### src/rtl/bias_pkg.sv
// rtl/bias_pkg.sv - shared widths, FSM encoding and per-layer bias constants
package bias_pkg;
    localparam int WD   = 8;
    localparam int NREQ = 4;
    localparam int AW   = 8;
    localparam int PW   = $clog2(NREQ);

    localparam logic [1:0] S_IDLE  = 2'd0;
    localparam logic [1:0] S_READ  = 2'd1;
    localparam logic [1:0] S_DRAIN = 2'd2;
    localparam logic [1:0] S_DONE  = 2'd3;

    // Requester order: 0=c1, 1=c3, 2=f5, 3=f6
    localparam logic [AW-1:0] BASE [NREQ] = '{8'd0, 8'd6, 8'd22, 8'd142};
    localparam logic [7:0]    NUM  [NREQ] = '{8'd6, 8'd16, 8'd120, 8'd84};

    function automatic logic [PW-1:0] oh_to_idx(input logic [NREQ-1:0] oh);
        logic [PW-1:0] idx;
        idx = '0;
        for (int i = 0; i < NREQ; i++) begin
            if (oh[i]) idx = PW'(i);
        end
        return idx;
    endfunction
endpackage

### src/rtl/bias_load_sched_if.sv
// rtl/bias_load_sched_if.sv - request/grant and bias memory/beat bundle
interface bias_load_sched_if;
    import bias_pkg::*;

    logic [NREQ-1:0] i_req;
    logic [NREQ-1:0] o_gnt;
    logic [NREQ-1:0] o_done;
    logic            o_busy;
    logic            o_mem_rd;
    logic [AW-1:0]   o_mem_addr;
    logic [WD-1:0]   i_mem_data;
    logic            o_b_en;
    logic [7:0]      o_b_num;
    logic [WD-1:0]   o_bias;

    modport slave (
        input  i_req, i_mem_data,
        output o_gnt, o_done, o_busy, o_mem_rd, o_mem_addr, o_b_en, o_b_num, o_bias
    );

    modport master (
        output i_req, i_mem_data,
        input  o_gnt, o_done, o_busy, o_mem_rd, o_mem_addr, o_b_en, o_b_num, o_bias
    );
endinterface

### src/rtl/rr_arbiter.sv
// rtl/rr_arbiter.sv - combinational round-robin picker searching upward from p_i
module rr_arbiter
    import bias_pkg::*;
(
    input  logic [NREQ-1:0] req_i,
    input  logic [PW-1:0]   p_i,
    output logic [NREQ-1:0] gnt_o
);
    logic          found;
    logic [PW-1:0] idx;

    always_comb begin
        gnt_o = '0;
        found = 1'b0;
        idx   = '0;
        for (int i = 0; i < NREQ; i++) begin
            idx = PW'((int'(p_i) + i) % NREQ);
            if (!found && req_i[idx]) begin
                gnt_o[idx] = 1'b1;
                found      = 1'b1;
            end
        end
    end
endmodule

### src/rtl/bias_load_sched.sv
// rtl/bias_load_sched.sv - arbitrates per-layer bias loads and streams the words out
module bias_load_sched
    import bias_pkg::*;
(
    input  logic               i_sclk,
    input  logic               i_rstn,
    bias_load_sched_if.slave   bus
);
    logic [1:0]      state_q, state_d;
    logic [PW-1:0]   k_q, k_d;
    logic [PW-1:0]   p_q, p_d;
    logic [7:0]      cnt_q, cnt_d;
    logic [NREQ-1:0] gnt_q, gnt_d;
    logic            b_en_q, b_en_d;
    logic [7:0]      b_num_q, b_num_d;
    logic [NREQ-1:0] arb_gnt;
    logic            mem_rd;

    rr_arbiter u_arb (
        .req_i (bus.i_req),
        .p_i   (p_q),
        .gnt_o (arb_gnt)
    );

    assign mem_rd = (state_q == S_READ);

    always_comb begin
        state_d = state_q;
        k_d     = k_q;
        p_d     = p_q;
        cnt_d   = cnt_q;
        gnt_d   = gnt_q;
        case (state_q)
            S_IDLE: begin
                if (|bus.i_req) begin
                    state_d = S_READ;
                    gnt_d   = arb_gnt;
                    k_d     = oh_to_idx(arb_gnt);
                    p_d     = (k_d == PW'(NREQ - 1)) ? '0 : k_d + 1'b1;
                    cnt_d   = '0;
                end
            end
            S_READ: begin
                // cnt_q is the offset of the address being read this cycle
                if (cnt_q == NUM[k_q] - 8'd1) state_d = S_DRAIN;
                else                          cnt_d   = cnt_q + 8'd1;
            end
            S_DRAIN: state_d = S_DONE;
            default: begin
                state_d = S_IDLE;
                gnt_d   = '0;
            end
        endcase
    end

    // Beat outputs trail the read strobe by one cycle to line up with memory latency
    assign b_en_d  = mem_rd;
    assign b_num_d = mem_rd ? cnt_q + 8'd1 : 8'd0;

    always_ff @(posedge i_sclk) begin
        if (!i_rstn) begin
            state_q <= S_IDLE;
            k_q     <= '0;
            p_q     <= '0;
            cnt_q   <= '0;
            gnt_q   <= '0;
            b_en_q  <= 1'b0;
            b_num_q <= '0;
        end else begin
            state_q <= state_d;
            k_q     <= k_d;
            p_q     <= p_d;
            cnt_q   <= cnt_d;
            gnt_q   <= gnt_d;
            b_en_q  <= b_en_d;
            b_num_q <= b_num_d;
        end
    end

    always_comb begin
        bus.o_gnt      = gnt_q;
        bus.o_done     = (state_q == S_DONE) ? gnt_q : '0;
        bus.o_busy     = (state_q != S_IDLE);
        bus.o_mem_rd   = mem_rd;
        bus.o_mem_addr = mem_rd ? BASE[k_q] + AW'(cnt_q) : '0;
        bus.o_b_en     = b_en_q;
        bus.o_b_num    = b_num_q;
        bus.o_bias     = b_en_q ? bus.i_mem_data : '0;
    end
endmodule

### src/flat_wrapper.sv
// flat-port wrapper written by rule: the top's interface ports become plain ports
module bias_load_sched_flat import bias_pkg::*;
  (i_sclk, i_rstn, bus_i_req, bus_i_mem_data, bus_o_gnt, bus_o_done, bus_o_busy, bus_o_mem_rd, bus_o_mem_addr, bus_o_b_en, bus_o_b_num, bus_o_bias);
  bias_load_sched_if bus_i ();
  input  logic i_sclk;
  input  logic i_rstn;
  input wire logic [$bits(bus_i.i_req)-1:0] bus_i_req;
  input wire logic [$bits(bus_i.i_mem_data)-1:0] bus_i_mem_data;
  output wire logic [$bits(bus_i.o_gnt)-1:0] bus_o_gnt;
  output wire logic [$bits(bus_i.o_done)-1:0] bus_o_done;
  output wire logic [$bits(bus_i.o_busy)-1:0] bus_o_busy;
  output wire logic [$bits(bus_i.o_mem_rd)-1:0] bus_o_mem_rd;
  output wire logic [$bits(bus_i.o_mem_addr)-1:0] bus_o_mem_addr;
  output wire logic [$bits(bus_i.o_b_en)-1:0] bus_o_b_en;
  output wire logic [$bits(bus_i.o_b_num)-1:0] bus_o_b_num;
  output wire logic [$bits(bus_i.o_bias)-1:0] bus_o_bias;
  assign bus_i.i_req = bus_i_req;
  assign bus_i.i_mem_data = bus_i_mem_data;
  assign bus_o_gnt = bus_i.o_gnt;
  assign bus_o_done = bus_i.o_done;
  assign bus_o_busy = bus_i.o_busy;
  assign bus_o_mem_rd = bus_i.o_mem_rd;
  assign bus_o_mem_addr = bus_i.o_mem_addr;
  assign bus_o_b_en = bus_i.o_b_en;
  assign bus_o_b_num = bus_i.o_b_num;
  assign bus_o_bias = bus_i.o_bias;
  bias_load_sched u_core (.i_sclk(i_sclk), .i_rstn(i_rstn), .bus(bus_i));
endmodule
### config.mk
export PLATFORM = sky130hd
export DESIGN_NAME = bias_load_sched_flat
export DESIGN_NICKNAME = d
export VERILOG_FILES = /design/src/rtl/bias_pkg.sv /design/src/rtl/bias_load_sched_if.sv /design/src/rtl/rr_arbiter.sv /design/src/rtl/bias_load_sched.sv /design/src/flat_wrapper.sv
export SDC_FILE = /design/constraint.sdc
export NUM_CORES = 1
export LEC_CHECK = 0
export CORE_UTILIZATION = 30
export CTS_CLUSTER_DIAMETER = 100
export DETAILED_ROUTE_END_ITERATION = 7
export SLEW_MARGIN = 20
export SYNTH_ARGS = -nofsm -noshare
export SYNTH_HDL_FRONTEND = slang
export SYNTH_SLANG_ARGS = --single-unit
export TNS_END_PERCENT = 10
### constraint.sdc
create_clock -name i_sclk -period 3.3 [get_ports i_sclk]
set_input_delay 0.66 -clock i_sclk [delete_from_list [all_inputs] [get_ports i_sclk]]
set_output_delay 0.66 -clock i_sclk [all_outputs]
set_load 0.01 [all_outputs]
==> summary.txt <==
Timing
  – Fin crit share: 0.927
  – Layout Skew: ~0.0053 ns
  – Setup TNS: 0 ns
  – Final Hold Fails: 0
  – Max-slew violations: 0
  – RSZ-0062 raised after global routing: no
  – Post-route minimum period: 3.06 ns
  – FMAX: approximately 330 MHz
  – Rel. slew slack: 0.424
  – Hold slack: 0.512 ns
  – Worst Tran Pin Value: 0.851 ns
  – Setup violators final: 0

Floorplanning
  – # IOs: 49
  – Die Ht: roughly 80 um
  – Rows: 28
  – Width of the die: 82.3 um
  – Core Box Area: between 0.006 and 0.007 mm2
  – Die ar.: between 0.006 and 0.007 mm2
  – Starting Density: 0.319

Worst setup path
  – Reg-to-Reg Start: u_core.p_q[1]$_SDFFE_PN0P_
  – Worst r2r dst: u_core.p_q[0]$_SDFFE_PN0P_
  – Worst reg2reg path depth: 7
  – Nature of the critical path startpoint: register
  – Flop-to-flop setup slack: 0.65 ns
  – Slowest stage cell, crit path: clkdlybuf4s50_1
  – Setup crit end kind: output port
  – Critical path class: register to output port
  – Critical path's largest stage delay: 0.56 ns
  – Crit path DAT: 2.40 ns
  – Critical path peak fanout: 7
  – Worst Path Required: 2.64 ns
  – Crit-path cells: or2_2, ha_1, a21o_1, a21oi_1, nor2b_1, nor3_1, clkdlybuf4s50_1

Drt
  – Drt total wl: 4370 um
  – Initial drt markers: 128
  – Post-DRT Antenna Nets: 0
  – Drt wl/cell: 12.2 um
  – Vias post-DR: between 1500 and 2000
  – Average via count per standard cell: 5.03
  – Post-route DRC: 0
  – 1st-pass router iterations: 4

Synth
  – Yosys top cell area share: 0.279
  – Yosys cell types: 47
  – Post-synthesis cell count: 233
  – Seq cells post-synth: 27
  – Synthesized area per cell: 8.30 um2
  – Yosys warns: 0
  – Largest area contributor in the netlist: dfxtp_1
  – FFs w/ async S/R, synth: 0
  – EDFF count, synth: 0
  – Largest cells by area after synthesis: dfxtp_1, ha_1, and2_1
  – Seq/Total Area, Yosys: 0.279
  – Syn Nets: ~260
  – Most used flip-flop cell after synthesis: dfxtp_1
  – Cell Area, Synth: 0.00193 mm2

Placed design
  – DP Area: 0.00253 mm2
  – IO Port Bufs: 48
  – RePlAce Congestion: approximately 0.77
  – Cell count after placement: 355
  – Half-perimeter wire length after placement: 3340 um

Min path
  – Hold path depth: 1
  – Hold Startpoint: u_core.cnt_q[0]$_SDFFE_PN0P_
  – Hold WC Path Type: register to register
  – End of the worst hold path: u_core.bus.o_b_num[0]$_SDFF_PN0_

Power
  – Peak VDD IR: 0.296 mV
  – Sequential Power Share: 0.298
  – Switch share: 0.412
  – PD cells: 571 mW/mm2
  – Clk pwr share: 0.128
  – Comb pwr share: 0.574
  – Leak: 1.01 nW
  – P_int: just under 0.0009 W
  – Sw Pwr: 0.000608 W

Global routing
  – Largest net degree at the start of global routing: 23
  – Vias in the first global route: 1633
  – Tot GR Track Use: 0.141
  – Initial antenna violation count: 0
  – First-pass GRT wire length: 7440 um
  – Total gr overflow: 0

Layout
  – Commonest non-fill, non-tap cell in the layout: clkdlybuf4s50_1
  – Ant diodes: 0
  – Share of layout cells above drive strength 1: 0.0775
  – Commonest non-fill, non-tap cells in the layout: clkdlybuf4s50_1, dfxtp_1, nor2_1
  – # nets final: about 320
  – Layout Area Growth over Synthesis: 33.3%
  – Cell Count, Final, Fillers Out: 359
  – Final instance area: 0.00258 mm2

Clock tree
  – Clk_lat worst skew: 0.27 ns
  – Post-CTS Setup Bufs: 0
  – H-tree levels: 1
  – Clk pin slew, worst setup/hold paths: around 0.090 ns
  – Clock tree sinks: 27
  – CTS Buf Count: 3
  – Clock Path Buffers: 2
  – CTS tree: built
  – Root Buffer: clkbuf_8

Run status
  – Status: completed

Run
  – Max Cap Viol: 0
## worst max-delay path by stage
stage                                          start                    endpoint  slack (ns)  cells past startpoint
after global placement    u_core.k_q[1]$_SDFFE_PN0P_           bus_o_mem_addr[7]        0.29                     10
after detailed placement  u_core.k_q[1]$_SDFFE_PN0P_           bus_o_mem_addr[7]        0.23                     10
after CTS                 u_core.k_q[1]$_SDFFE_PN0P_           bus_o_mem_addr[5]        0.06                     10
after global routing      u_core.k_q[1]$_SDFFE_PN0P_           bus_o_mem_addr[7]        0.06                     10
final                     u_core.k_q[1]$_SDFFE_PN0P_           bus_o_mem_addr[4]        0.24                      7
after floorplan           u_core.p_q[0]$_SDFFE_PN0P_  u_core.p_q[0]$_SDFFE_PN0P_        0.61                      9
## sequential cells by signal (all words and copies together), names as in the netlist
| register | cells |
|---|---|
| u_core.bus.o_b_num | 8 |
| u_core.cnt_q | 8 |
| u_core.bus.o_gnt | 4 |
| u_core.k_q | 2 |
| u_core.p_q | 2 |
| u_core.state_q | 2 |
| u_core.bus.o_b_en | 1 |
## worst max-delay path, delay by kind of cell, from the launching register on
| family | cells | cell delay (ns) |
|---|---|---|
| compound gates | 2 | 0.33 |
| fa+ha+maj | 1 | 0.28 |
| flops | 1 | 0.36 |
| simple gates | 3 | 0.59 |
| buf+inv | 1 | 0.56 |
## cell type report
type,count,area [um2]
fillers,606,3480
repair buffers,56,544
clock buffers,4,45.0
multi-input cells,186,1310
inverters,11,41.3
well taps,75,93.8
flip-flops and latches,27,543
## routing by layer
layer | part of all wire | GRT usage
met1 | 0.46 | 0.177
met2 | 0.45 | 0.246
met3 | 0.077 | 0.0319
met4 | 0.0064 | 0.0281
met5 | 0 | 0
## metrics by stage
stage / power, W / util / setup WS [ns]
after detailed placement: 0.00130 / 0.417 / 0.230
final: 0.00147 / 0.425 / 0.242
after global routing: 0.00161 / 0.425 / 0.0601
after floorplan: 0.00101 / - / 0.611
after CTS: 0.00149 / 0.425 / 0.0610
after global placement: 0.00129 / 0.417 / 0.286
## cells by family after synthesis
family	synth area share
DFF	0.279
buffers and inverters	0.0427
muxes	0.0828
xor gates and xnor gates	0.0408
AOI/OAI and AO/OA	0.169
adders and majority gates	0.114
and+or+nand+nor	0.271
## synth_stat cells (4+ instances only)
library cell / instances
ha_1: 16
a22oi_1: 4
nor2b_1: 13
nand3_1: 8
dfxtp_1: 27
nor2_1: 23
a21oi_1: 7
nand2_1: 16
clkbuf_1: 8
o21ai_0: 17
xnor2_1: 6
mux2i_1: 7
and2_1: 16
nand2b_1: 4
inv_1: 10
nor3_1: 5
## power by group through the flow
stage	Combinational (W)	Sequential (W)	Clock (W)
floorplan	0.000562	0.000443	0
global route	0.000950	0.000451	0.000210
finish	0.000845	0.000439	0.000189
CTS	0.000856	0.000440	0.000197
detailed placement	0.000851	0.000445	0
global placement	0.000851	0.000442	0
## what timing repair did
item,4_1_cts,5_1_grt
hold buffers,0,0
endpoints found under the setup margin,2,2
gates resized for setup,3,3
Power figures use the tool's default switching activity.
